===== config.mk =====
export PLATFORM = sky130hd
export DESIGN_NAME = seller_ctrl
export DESIGN_NICKNAME = d
export VERILOG_FILES = /design/src/rtl/seller_ctrl.sv
export SDC_FILE = /design/constraint.sdc
export NUM_CORES = 1
export LEC_CHECK = 0
export ABC_AREA = 0
export BUFFER_PORTS_ARGS = -buffer_cell sky130_fd_sc_hd__buf_2
export CAP_MARGIN = 15
export CORE_MARGIN = 5
export CORE_UTILIZATION = 60
export CTS_CLUSTER_SIZE = 30
export DETAILED_ROUTE_END_ITERATION = 10
export PLACE_DENSITY_LB_ADDON = 0.3
export SYNTH_ARGS = -nofsm -noshare
export SYNTH_HDL_FRONTEND = slang
export SYNTH_SLANG_ARGS = --single-unit

===== constraint.sdc =====
create_clock -name clk -period 3.6 [get_ports clk]
set_input_delay 0.72 -clock clk [delete_from_list [all_inputs] [get_ports clk]]
set_output_delay 0.72 -clock clk [all_outputs]
set_load 0.02 [all_outputs]

===== src/rtl/seller_ctrl.sv =====
// Vending-sequence controller: debounces two coin channels, accumulates credit,
// drives the dispense window and pays back any excess as spaced change pulses.
module seller_ctrl #(
    parameter int DEB_CYCLES  = 2,
    parameter int PRICE       = 3,
    parameter int DISP_CYCLES = 4,
    parameter int CREDIT_W    = 4
) (
    input  logic                clk,
    input  logic                rst,
    input  logic                coin1_n,
    input  logic                coin2_n,
    input  logic                cancel,
    output logic                pio_led,
    output logic                change_pulse,
    output logic                reject,
    output logic [CREDIT_W-1:0] credit,
    output logic                busy
);

    localparam int DEB_W  = $clog2(DEB_CYCLES + 1);
    localparam int DISP_W = $clog2(DISP_CYCLES + 1);

    localparam logic [DEB_W-1:0]    DEB_LAST  = DEB_W'(DEB_CYCLES - 1);
    localparam logic [DEB_W-1:0]    DEB_ONE   = DEB_W'(1);
    localparam logic [DISP_W-1:0]   DISP_INIT = DISP_W'(DISP_CYCLES);
    localparam logic [DISP_W-1:0]   DISP_ONE  = DISP_W'(1);
    localparam logic [CREDIT_W-1:0] PRICE_C   = CREDIT_W'(PRICE);
    localparam logic [CREDIT_W-1:0] CRED_ONE  = CREDIT_W'(1);

    typedef enum logic [1:0] {
        S_IDLE     = 2'd0,
        S_COLLECT  = 2'd1,
        S_DISPENSE = 2'd2,
        S_CHANGE   = 2'd3
    } state_t;

    logic [1:0]        w_coin_n;
    logic [1:0]        r_sync1;
    logic [1:0]        r_sync2;
    logic [1:0]        r_armed;
    logic [1:0]        r_evt;
    logic [DEB_W-1:0]  r_deb_cnt [2];

    state_t            r_state;
    state_t            w_state_nxt;
    logic [CREDIT_W-1:0] r_credit;
    logic [CREDIT_W-1:0] w_credit_nxt;
    logic [DISP_W-1:0] r_disp_cnt;
    logic [DISP_W-1:0] w_disp_nxt;
    logic              r_phase;
    logic              w_phase_nxt;
    logic              r_pio;
    logic              w_pio_nxt;
    logic              r_chg;
    logic              w_chg_nxt;
    logic              r_rej;
    logic              w_rej_nxt;
    logic              r_busy;
    logic              w_busy_nxt;

    logic [CREDIT_W:0]   w_sum;
    logic                w_over;
    logic [CREDIT_W-1:0] w_sat;

    assign w_coin_n = {coin2_n, coin1_n};

    // Synchronize both coin pins and debounce them; bit 0 is the 1-unit coin, bit 1 the 2-unit coin.
    // The counter runs while the synchronized level differs from the armed state, so one
    // counter covers both the accept (low) and re-arm (high) qualification.
    always_ff @(posedge clk) begin
        if (rst) begin
            r_sync1 <= 2'b11;
            r_sync2 <= 2'b11;
            r_armed <= 2'b11;
            r_evt   <= 2'b00;
            for (int i = 0; i < 2; i++) begin
                r_deb_cnt[i] <= '0;
            end
        end else begin
            r_sync1 <= w_coin_n;
            r_sync2 <= r_sync1;
            for (int i = 0; i < 2; i++) begin
                r_evt[i] <= 1'b0;
                if (r_sync2[i] ^ r_armed[i]) begin
                    if (r_deb_cnt[i] == DEB_LAST) begin
                        r_deb_cnt[i] <= '0;
                        r_armed[i]   <= ~r_armed[i];
                        r_evt[i]     <= r_armed[i];
                    end else begin
                        r_deb_cnt[i] <= r_deb_cnt[i] + DEB_ONE;
                    end
                end else begin
                    r_deb_cnt[i] <= '0;
                end
            end
        end
    end

    // The event vector doubles as the coin value: coin1 adds 1, coin2 adds 2, both add 3.
    always_comb begin
        w_sum  = {1'b0, r_credit} + {{(CREDIT_W - 1){1'b0}}, r_evt};
        w_over = w_sum[CREDIT_W];
        if (w_over) begin
            w_sat = {CREDIT_W{1'b1}};
        end else begin
            w_sat = w_sum[CREDIT_W-1:0];
        end
    end

    // Next-state and next-output logic for the vending sequence.
    always_comb begin
        w_state_nxt  = r_state;
        w_credit_nxt = r_credit;
        w_disp_nxt   = r_disp_cnt;
        w_phase_nxt  = 1'b0;
        w_pio_nxt    = 1'b0;
        w_chg_nxt    = 1'b0;
        w_rej_nxt    = 1'b0;
        case (r_state)
            S_IDLE: begin
                w_credit_nxt = w_sat;
                w_rej_nxt    = w_over;
                if (r_evt != 2'b00) begin
                    w_state_nxt = S_COLLECT;
                end else begin
                    w_state_nxt = S_IDLE;
                end
            end
            S_COLLECT: begin
                w_credit_nxt = w_sat;
                w_rej_nxt    = w_over;
                // Dispense wins over cancel; a coin landing this cycle still counts.
                if (r_credit >= PRICE_C) begin
                    w_state_nxt  = S_DISPENSE;
                    w_credit_nxt = w_sat - PRICE_C;
                    w_pio_nxt    = 1'b1;
                    w_disp_nxt   = DISP_INIT;
                end else if (cancel) begin
                    w_state_nxt = S_CHANGE;
                end else begin
                    w_state_nxt = S_COLLECT;
                end
            end
            S_DISPENSE: begin
                w_rej_nxt = |r_evt;
                if (r_disp_cnt <= DISP_ONE) begin
                    w_disp_nxt = '0;
                    if (r_credit != '0) begin
                        w_state_nxt = S_CHANGE;
                    end else begin
                        w_state_nxt = S_IDLE;
                    end
                end else begin
                    w_pio_nxt  = 1'b1;
                    w_disp_nxt = r_disp_cnt - DISP_ONE;
                end
            end
            S_CHANGE: begin
                w_rej_nxt = |r_evt;
                if (r_credit == '0) begin
                    w_state_nxt = S_IDLE;
                end else if (!r_phase) begin
                    w_chg_nxt    = 1'b1;
                    w_credit_nxt = r_credit - CRED_ONE;
                    w_phase_nxt  = 1'b1;
                    if (r_credit == CRED_ONE) begin
                        w_state_nxt = S_IDLE;
                    end else begin
                        w_state_nxt = S_CHANGE;
                    end
                end else begin
                    w_phase_nxt = 1'b0;
                end
            end
            default: begin
                w_state_nxt  = S_IDLE;
                w_credit_nxt = '0;
            end
        endcase
        w_busy_nxt = (w_state_nxt == S_DISPENSE) || (w_state_nxt == S_CHANGE);
    end

    // State and registered-output update.
    always_ff @(posedge clk) begin
        if (rst) begin
            r_state    <= S_IDLE;
            r_credit   <= '0;
            r_disp_cnt <= '0;
            r_phase    <= 1'b0;
            r_pio      <= 1'b0;
            r_chg      <= 1'b0;
            r_rej      <= 1'b0;
            r_busy     <= 1'b0;
        end else begin
            r_state    <= w_state_nxt;
            r_credit   <= w_credit_nxt;
            r_disp_cnt <= w_disp_nxt;
            r_phase    <= w_phase_nxt;
            r_pio      <= w_pio_nxt;
            r_chg      <= w_chg_nxt;
            r_rej      <= w_rej_nxt;
            r_busy     <= w_busy_nxt;
        end
    end

    assign pio_led      = r_pio;
    assign change_pulse = r_chg;
    assign reject       = r_rej;
    assign credit       = r_credit;
    assign busy         = r_busy;

endmodule


==> impl_metrics.tcl, run 1 <==
set metrics [dict create \
    die_h_um 59.6 \
    worstPathArrival_ns 2.76 \
    critPathKind "register to register" \
    numCtsBuffers 3 \
    vias_per_cell 5.98 \
    routed_wl_um 3040 \
    grt_util_met1_pct 23.4 \
    start_kind "register" \
    synthesis.area_mm2 0.00148 \
    grtUsageMet3_pct 3.70 \
    multi_input_area_um2 867 \
    hold_class "register to register" \
    slowest_delay_ns 0.51 \
    busiest_layer "met2" \
    hold_violations 0 \
    drv_slew 0 \
    reg2reg_from "credit[0]$_SDFFE_PP0P_" \
    wl_per_cell_um 14.6 \
    vias 1250 \
    gp_congestion 0.885 \
    synthDistinctLibCells 44 \
    path_cells "ha_1 > inv_1 > fa_1 > nand3b_1 > nand2b_1 > ha_1 > nor2_1 > xor2_1 > a21oi_1 > o32ai_1" \
    first_global_vias 1172 \
    syn-mean-instance-area_um2 8.91 \
    p_leak_nw 0.689 \
    pre_cts_ws_ns 1.18 \
    ir_worst_vdd_uv 276 \
    run_status "completed" \
    seqCellArea_um2 520 \
    power_density_mw_per_mm2 323 \
    period_share_pct 69.9 \
    cts_hold_buf 0 \
    grtUsageTotal_pct 18.9 \
    grt_use_met2_pct 32.3 \
    synth_edf_count 4 \
    die_w_um 59.6 \
    ant_nets 0 \
    reg2reg_to "credit[2]$_SDFFE_PP0P_" \
    synth_top_cell_by_area "dfxtp_1" \
    grt_pass1_wl_um 5110 \
    finalClockSkew_ns 0.0184 \
    fillers 189 \
    layout_common_cells "dfxtp_1 (20), ha_1 (15), inv_1 (13), a21oi_1 (13)" \
    postCtsSetupBuffers 0 \
    cts-resized-gates 0 \
    antenna_found_initial 0 \
    dieArea_mm2 0.00356 \
    drive_gt1_share_pct 14.0 \
    critPathLaunch "credit[0]$_SDFFE_PP0P_" \
    yosysTopAreaCellShare_pct 27.1 \
    setup-violations-final 0 \
    cts_tree "done" \
    core_mm2 0.00241 \
    r2r_cells 10 \
    max_freq_mhz 397 \
    root_buffer "clkbuf_4" \
    htreeDepth 1 \
    dr.pass1.iters 5 \
    maxSlewHeadroom_pct 47.6 \
    yosysSeqAreaShare_pct 35.2 \
    crit_path_max_fanout 9 \
    clock_sinks 24 \
    area_delta_synth_final_pct 7.28 \
    start_util_pct 61.4 \
    critPathMostFrequentCell "ha_1" \
    cap_viol_max_count 0 \
    async_flop_share_pct 0 \
    yosys_warnings 0 \
    grt-ovfl-total 0 \
    rsz0062_at_grt "false" \
    dp_hpwl_um 2220 \
    pin_count 13 \
    n_antenna_cell 0 \
    placed_area_mm2 0.00153 \
    rows 18 \
    final_common_cell "dfxtp_1" \
    drc_errors 0 \
    drt_iter0_drc 51 \
    insertion_delay_ns 0.33 \
    hp-start "r_sync1[1]$_SDFF_PP1_" \
    portBuffers 12 \
    cp-end-kind "register" \
    finalWorstSetupSlack_ns 1.08 \
    clock_path_buffers 2 \
    worst_pin_slew_ns 0.780 \
    final_area_mm2 0.00159 \
    required_ns 3.84 \
    synthCells 166 \
    tns_ns 0 \
    ys_top_cells_by_area "dfxtp_1 (27%), ha_1 (13%), edfxtp_1 (8.1%)" \
    synth_flop_cell "dfxtp_1" \
    cp_slowest_cell "dfxtp_1" \
    yosys_register_bits 24 \
    reg2reg_slack_ns 1.08 \
    layout_min_cycle_time_ns 2.52 \
    clkTransAtPathRegs_ns 0.15 \
    fin_hold_ws_ns 0.425 \
    grt_max_degree 24 \
    whs_endpoint "r_sync2[1]$_SDFF_PP1_" \
    min_path_cells 1 \
    final_nets 201 \
]
[logic make-up (layout without fill, tap and decap cells)]
kind of cell	after synthesis	in the layout	share of synthesized area (%)
and+or+nand+nor	59	59	21.9
AOI/OAI and AO/OA	43	43	19.3
DFF	24	24	35.2
buffers and inverters	19	29	6.94
adders and majority gates	16	16	14.0
xor gates and xnor gates	4	4	2.37
other	1	4	0.254
[report_power, final]
part	internal, W	total, W	switching, W	leakage, nW
combinational	0.0000135	0.0000293	0.0000159	0.457
clock	0.000113	0.000198	0.0000858	0.0279
sequential	0.000280	0.000284	0.00000458	0.204
total	0.000406	0.000512	0.000106	0.689
[through the flow]
stage          cells  power (W)  util [%]
2_1_floorplan    169   0.000312         -
3_3_place_gp     205   0.000317      63.7
3_5_place_dp     205   0.000320      63.7
4_1_cts          209   0.000516      65.8
5_1_grt          209   0.000532      65.8
6_report         209   0.000512      65.8
[worst max-delay path, delay by kind of cell (launching register included)]
kind                       cells  cell delay (ns)
DFF                            1             0.51
adders and majority gates      3             0.83
buffers and inverters          1             0.06
AOI/OAI and AO/OA              2             0.33
xor gates and xnor gates       1             0.16
and+or+nand+nor                3             0.54
[state kept, by name (all words and copies together) (netlist names)]
register,flops
busy,1
change_pulse,1
credit,4
pio_led,1
r_armed,2
r_deb_cnt,4
r_disp_cnt,3
r_evt,2
r_state,1
r_sync1,2
r_sync2,2
reject,1
[layer usage]
metal  vias up  part of all wire [%]
li1        604                     -
met1       591                    44
met2        42                    47
met3        13                   6.0
met4         0                   2.4
met5         -                     0
[layout make-up]
type / count / area share [%]
inverter: 13 / 3.08
timing repair buffer: 12 / 3.79
multi-input combinational: 126 / 54.7
clock inverter: 1 / 1.89
sequential: 24 / 32.8
clock buffer: 3 / 1.42
tap: 30 / 2.37
[how the worst max path moves through the flow]
stage | to | slack, ns | depth (start not counted)
after floorplan | credit[2]$_SDFFE_PP0P_ | 1.34 | 10
after global placement | credit[2]$_SDFFE_PP0P_ | 1.34 | 10
after detailed placement | credit[2]$_SDFFE_PP0P_ | 1.18 | 10
after CTS | credit[2]$_SDFFE_PP0P_ | 1.11 | 10
after global routing | credit[2]$_SDFFE_PP0P_ | 0.94 | 10
final | credit[2]$_SDFFE_PP0P_ | 1.08 | 10
[cells in the mapped netlist (2+ instances only)]
cell and instances:
a311oi_1 3, nor4bb_1 2, o211ai_1 2, or2_2 5, a21o_2 2, o21ai_0 7
xnor2_1 2, a21oi_1 13, edfxtp_1 4, inv_1 13, a211oi_1 2, a21o_1 3
nand2b_1 4, or3_1 5, buf_6 2, dfxtp_1 20, nor2_1 12, nor3b_1 2
a31oi_1 2, xor2_1 2, ha_1 15, nor3_1 5, a211o_1 2, nor2b_1 8
nand3_1 2, nand2_1 9
(Power assumes the default switching activity.)
==> run 2: changes to the inputs <==
--- a/config.mk
+++ b/config.mk
@@ -9,7 +9,7 @@
 export BUFFER_PORTS_ARGS = -buffer_cell sky130_fd_sc_hd__buf_2
 export CAP_MARGIN = 15
 export CORE_MARGIN = 5
-export CORE_UTILIZATION = 60
+export CORE_UTILIZATION = 53
 export CTS_CLUSTER_SIZE = 30
 export DETAILED_ROUTE_END_ITERATION = 10
 export PLACE_DENSITY_LB_ADDON = 0.3
==> constraint.sdc (replaced) <==
create_clock -name clk -period 2.1 [get_ports clk]
set_input_delay 0.42 -clock clk [delete_from_list [all_inputs] [get_ports clk]]
set_output_delay 0.42 -clock clk [all_outputs]
set_load 0.02 [all_outputs]
==> impl_metrics.tcl, run 2 (synthesis results as in run 1) <==
set metrics [dict create \
    drc_errors 0 \
    required_ns 2.35 \
    run_status "completed" \
    pre_cts_ws_ns 0.0505 \
    cp-end-kind "register" \
    ant_nets 0 \
    portBuffers 12 \
    vias 1266 \
    first_global_vias 1242 \
    worstPathArrival_ns 2.28 \
    numCtsBuffers 3 \
    max_freq_mhz 494 \
    antenna_found_initial 0 \
    layout_min_cycle_time_ns 2.03 \
    dieArea_mm2 0.00395 \
    vias_per_cell 5.75 \
    rows 19 \
    hold_violations 0 \
    post-route-util_pct 62.6 \
    routed_wl_um 3190 \
    placed_area_mm2 0.00159 \
    core_mm2 0.00271 \
    clkTransAtPathRegs_ns 0.14 \
    drv_slew 0 \
    tns_ns 0 \
    clock_sinks 24 \
    final_nets 211 \
    grt_max_degree 24 \
    rsz0062_at_grt "true" \
    grtUsageTotal_pct 17.0 \
    crit_path_max_fanout 3 \
    grt_pass1_wl_um 5440 \
    ir_worst_vdd_uv 598 \
    critPathKind "register to register" \
    dp_hpwl_um 2320 \
    grt-ovfl-total 0 \
    insertion_delay_ns 0.33 \
    final_area_mm2 0.00170 \
    root_buffer "clkbuf_4" \
    clock_path_buffers 2 \
    finalNonFillerCells 220 \
    die_h_um 62.8 \
    start_kind "register" \
    power_density_mw_per_mm2 521 \
    die_w_um 62.8 \
    min_path_cells 2 \
    period_share_pct 96.5 \
    r2r_cells 10 \
    htreeDepth 1 \
    finalWorstSetupSlack_ns 0.0737 \
    gp_congestion 0.940 \
    n_antenna_cell 0 \
    hold_class "input pin to register" \
    drt_iter0_drc 120 \
    dp.cells 213 \
    layout_common_cells "dfxtp_1 (17), a21oi_1 (13), ha_1 (13)" \
    cap_viol_max_count 0 \
    start_util_pct 54.6 \
    final_common_cell "dfxtp_1" \
    area_delta_synth_final_pct 14.7 \
    setup-violations-final 0 \
    p_leak_nw 0.734 \
    finalClockSkew_ns 0.00871 \
    drive_gt1_share_pct 23.3 \
    dr.pass1.iters 4 \
    cts_tree "done" \
    pin_count 13 \
    wl_per_cell_um 14.5 \
]
==> run 2: changes by cell type in the layout (fill, tap and decap cells not counted), moves of 2 or more <==
cell | previous run | this run
buf_4 | 0 | 10
dfxtp_1 | 20 | 17
ha_1 | 15 | 13
dfxtp_4 | 0 | 2
==> run 2: timing repair <==
item	CTS	global route
hold endpoints to repair	0	0
setup endpoints to repair	0	4
gates resized for setup	0	9
hold buffers	0	0
setup buffers	0	3
==> run 2: final timing paths <==
path                            slack (ns)                     end                    from
worst min-delay path                  0.27   r_sync1[0]$_SDFF_PP1_                 coin1_n
worst min register to register        0.43   r_sync2[1]$_SDFF_PP1_   r_sync1[1]$_SDFF_PP1_
worst max-delay path                  0.07  credit[2]$_SDFFE_PP0P_  credit[0]$_SDFFE_PP0P_
worst max register to register        0.07  credit[2]$_SDFFE_PP0P_  credit[0]$_SDFFE_PP0P_
==> run 2: power breakdown <==
part           internal [W]  switching (W)  total [W]
clock              0.000193       0.000152   0.000346
combinational     0.0000252      0.0000289  0.0000540
sequential         0.000478     0.00000728   0.000485
==> run 2: layout make-up <==
class	instances	area, um2
clock inverters	1	30.0
multi-input cells	126	892
clock buffers	3	22.5
fillers	223	1010
repair buffers	22	135
well taps	31	38.8
inverters	13	48.8
flip-flops and latches	24	529
==> run 2: per-stage QoR <==
stage                     hold slack [ns]  total power, W
after floorplan                     0.389        0.000534
after global placement              0.395        0.000544
after detailed placement            0.398        0.000548
after CTS                           0.258        0.000890
after global routing                0.253        0.000923
final                               0.268        0.000885
==> run 2: critical path, cell delays in order, from the launching register on <==
cell and delay, ns:
dfxtp_4 0.39, ha_4 0.13, inv_2 0.03, fa_2 0.34
nand3b_1 0.21, nand2b_1 0.15, ha_2 0.18, nor2_2 0.04
xor2_1 0.12, a21oi_1 0.08, o32ai_1 0.27
==> run 2: metal layers <==
| metal | global-route usage [%] | vias to the layer above | part of all wire (%) |
|---|---|---|---|
| met4 | 5.57 | 0 | 0.97 |
| met5 | 0 | - | 0 |
| met1 | 19.7 | 612 | 44 |
| li1 | - | 625 | - |
| met2 | 30.4 | 25 | 51 |
| met3 | 3.78 | 4 | 3.9 |
==> run 3: changes to the inputs <==
--- a/config.mk
+++ b/config.mk
@@ -6,12 +6,12 @@
 export NUM_CORES = 1
 export LEC_CHECK = 0
 export ABC_AREA = 0
-export BUFFER_PORTS_ARGS = -buffer_cell sky130_fd_sc_hd__buf_2
 export CAP_MARGIN = 15
 export CORE_MARGIN = 5
-export CORE_UTILIZATION = 53
+export CORE_UTILIZATION = 56
 export CTS_CLUSTER_SIZE = 30
 export DETAILED_ROUTE_END_ITERATION = 10
+export DONT_BUFFER_PORTS = 1
 export PLACE_DENSITY_LB_ADDON = 0.3
 export SYNTH_ARGS = -nofsm -noshare
 export SYNTH_HDL_FRONTEND = slang
==> impl_metrics.tcl, run 3 (synthesis results as in run 1) <==
set metrics [dict create \
    run_status "completed" \
    busiest_layer "met2" \
    p_leak_nw 0.699 \
    rsz0062_at_grt "true" \
    grt_pass1_wl_um 5230 \
    pin_count 13 \
    clkTransAtPathRegs_ns 0.14 \
    max_freq_mhz 476 \
    grt_util_met1_pct 21.3 \
    numCtsBuffers 3 \
    final_common_cell "dfxtp_1" \
    clock_sinks 24 \
    worst_pin_slew_ns 0.589 \
    start_util_pct 59.2 \
    grt-ovfl-total 0 \
    drv_slew 0 \
    portBuffers 0 \
    ir_worst_vdd_uv 404 \
    layout_common_cells "dfxtp_1 (17), buf_4 (14), ha_1 (13)" \
    finalClockSkew_ns 0.00524 \
    gp_congestion 0.900 \
    reg2reg_slack_ns 0.000007 \
    required_ns 2.33 \
    min_path_cells 1 \
    final_nets 204 \
    fillers 211 \
    setup-violations-final 0 \
    grtUsageTotal_pct 18.4 \
    routed_wl_um 3260 \
    hold_class "input pin to register" \
    reg2reg_to "credit[2]$_SDFFE_PP0P_" \
    p_int_w 0.000695 \
    pwr-share-comb_pct 5.3 \
    dieArea_mm2 0.00377 \
    grt_max_degree 24 \
    cap_viol_max_count 0 \
    htreeDepth 1 \
    clockPowerShare_pct 38.9 \
    wl_per_cell_um 15.4 \
    layout_min_cycle_time_ns 2.10 \
    clock_path_buffers 2 \
    insertion_delay_ns 0.31 \
    critPathKind "register to register" \
    first_global_vias 1233 \
    drive_gt1_share_pct 20.9 \
    crit_path_max_fanout 3 \
    core_mm2 0.00250 \
    dr.pass1.iters 4 \
    die_h_um 61.4 \
    fin_hold_ws_ns 0.146 \
    antenna_found_initial 0 \
    power_density_mw_per_mm2 519 \
    cts_tree "done" \
    cts_hold_buf 0 \
    switching_share_pct 20.1 \
    dp_hpwl_um 2290 \
    ant_nets 0 \
    period_share_pct 100 \
    reg2reg_from "r_evt[0]$_SDFF_PP0_" \
    maxSlewHeadroom_pct 60.7 \
    p_sw_w 0.000175 \
    placed_area_mm2 0.00154 \
    root_buffer "clkbuf_4" \
    grtUsageMet3_pct 3.14 \
    worstPathArrival_ns 2.33 \
    area_delta_synth_final_pct 13.3 \
    final_area_mm2 0.00168 \
    seqPwrFrac_pct 55.8 \
    vias 1243 \
    cp-end-kind "register" \
    rows 18 \
    whs_endpoint "credit[1]$_SDFFE_PP0P_" \
    die_w_um 61.4 \
    hp-start "rst" \
    drc_errors 0 \
    n_antenna_cell 0 \
    start_kind "register" \
    vias_per_cell 5.86 \
    drt_iter0_drc 38 \
    grt_use_met2_pct 35.6 \
    r2r_cells 10 \
    hold_violations 0 \
]
[run 3: changes by cell type in the layout (fill, tap and decap cells not counted), sizes merged]
cell,change
buf,-7
[run 3: how the worst max path moves through the flow]
stage | from | endpoint | cells after the start
6_report | r_evt[0]$_SDFF_PP0_ | credit[2]$_SDFFE_PP0P_ | 10
2_1_floorplan | credit[0]$_SDFFE_PP0P_ | credit[2]$_SDFFE_PP0P_ | 10
3_3_place_gp | r_evt[0]$_SDFF_PP0_ | credit[0]$_SDFFE_PP0P_ | 9
4_1_cts | r_evt[0]$_SDFF_PP0_ | credit[0]$_SDFFE_PP0P_ | 9
3_5_place_dp | r_evt[0]$_SDFF_PP0_ | credit[2]$_SDFFE_PP0P_ | 9
5_1_grt | r_evt[0]$_SDFF_PP0_ | credit[2]$_SDFFE_PP0P_ | 10
[run 3: power by group through the flow]
stage                     Sequential [W]  Clock, W  Combinational, W
after floorplan                 0.000495         0         0.0000384
after global placement          0.000495         0         0.0000396
after detailed placement        0.000496         0         0.0000417
after CTS                       0.000486  0.000348         0.0000446
after global routing            0.000488  0.000367         0.0000509
final                           0.000486  0.000338         0.0000460
[run 3: cell type report]
class                           count  area [um2]  area share (%)
Inverter                           13        48.8            2.91
Sequential cell                    24         527            31.4
Multi-Input combinational cell    126         893            53.3
Tap cell                           30        37.5            2.24
Timing Repair Buffer               15         116            6.95
Clock inverter                      1        30.0            1.79
Clock buffer                        3        22.5            1.34
[run 3: metrics by stage]
| stage | total power [W] | setup TNS, ns | utilization [%] | setup slack (ns) | std cells |
|---|---|---|---|---|---|
| after CTS | 0.000879 | 0 | 66.2 | 0.00700 | 210 |
| final | 0.000870 | 0 | 67.0 | 0.00000666 | 212 |
| after floorplan | 0.000534 | 0 | - | 0.0270 | 169 |
| after detailed placement | 0.000538 | -0.0150 | 61.6 | -0.0150 | 201 |
| after global routing | 0.000906 | -0.362 | 67.0 | -0.135 | 212 |
| after global placement | 0.000535 | 0 | 61.6 | 0.0871 | 201 |
[run 3: critical path: stages (launching register included)]
cell and delay (ns):
dfxtp_2 0.38, ha_4 0.14, inv_2 0.03, fa_2 0.33
nand3b_1 0.24, nand2b_1 0.20, ha_2 0.19, nor2_2 0.04
xor2_1 0.13, a21oi_1 0.09, o32ai_1 0.25
[run 3: what timing repair did]
item,4_1_cts,5_1_grt
setup endpoints to repair,3,4
gates resized for setup,8,2
setup buffers,5,2
gates cloned,0,0
pin swaps,7,7
[run 3: per-layer routing]
layer / up-vias / share of wire [%]
met5: - / 0
met4: 0 / 0.43
met3: 2 / 5.5
met2: 42 / 52
met1: 592 / 42
li1: 607 / -
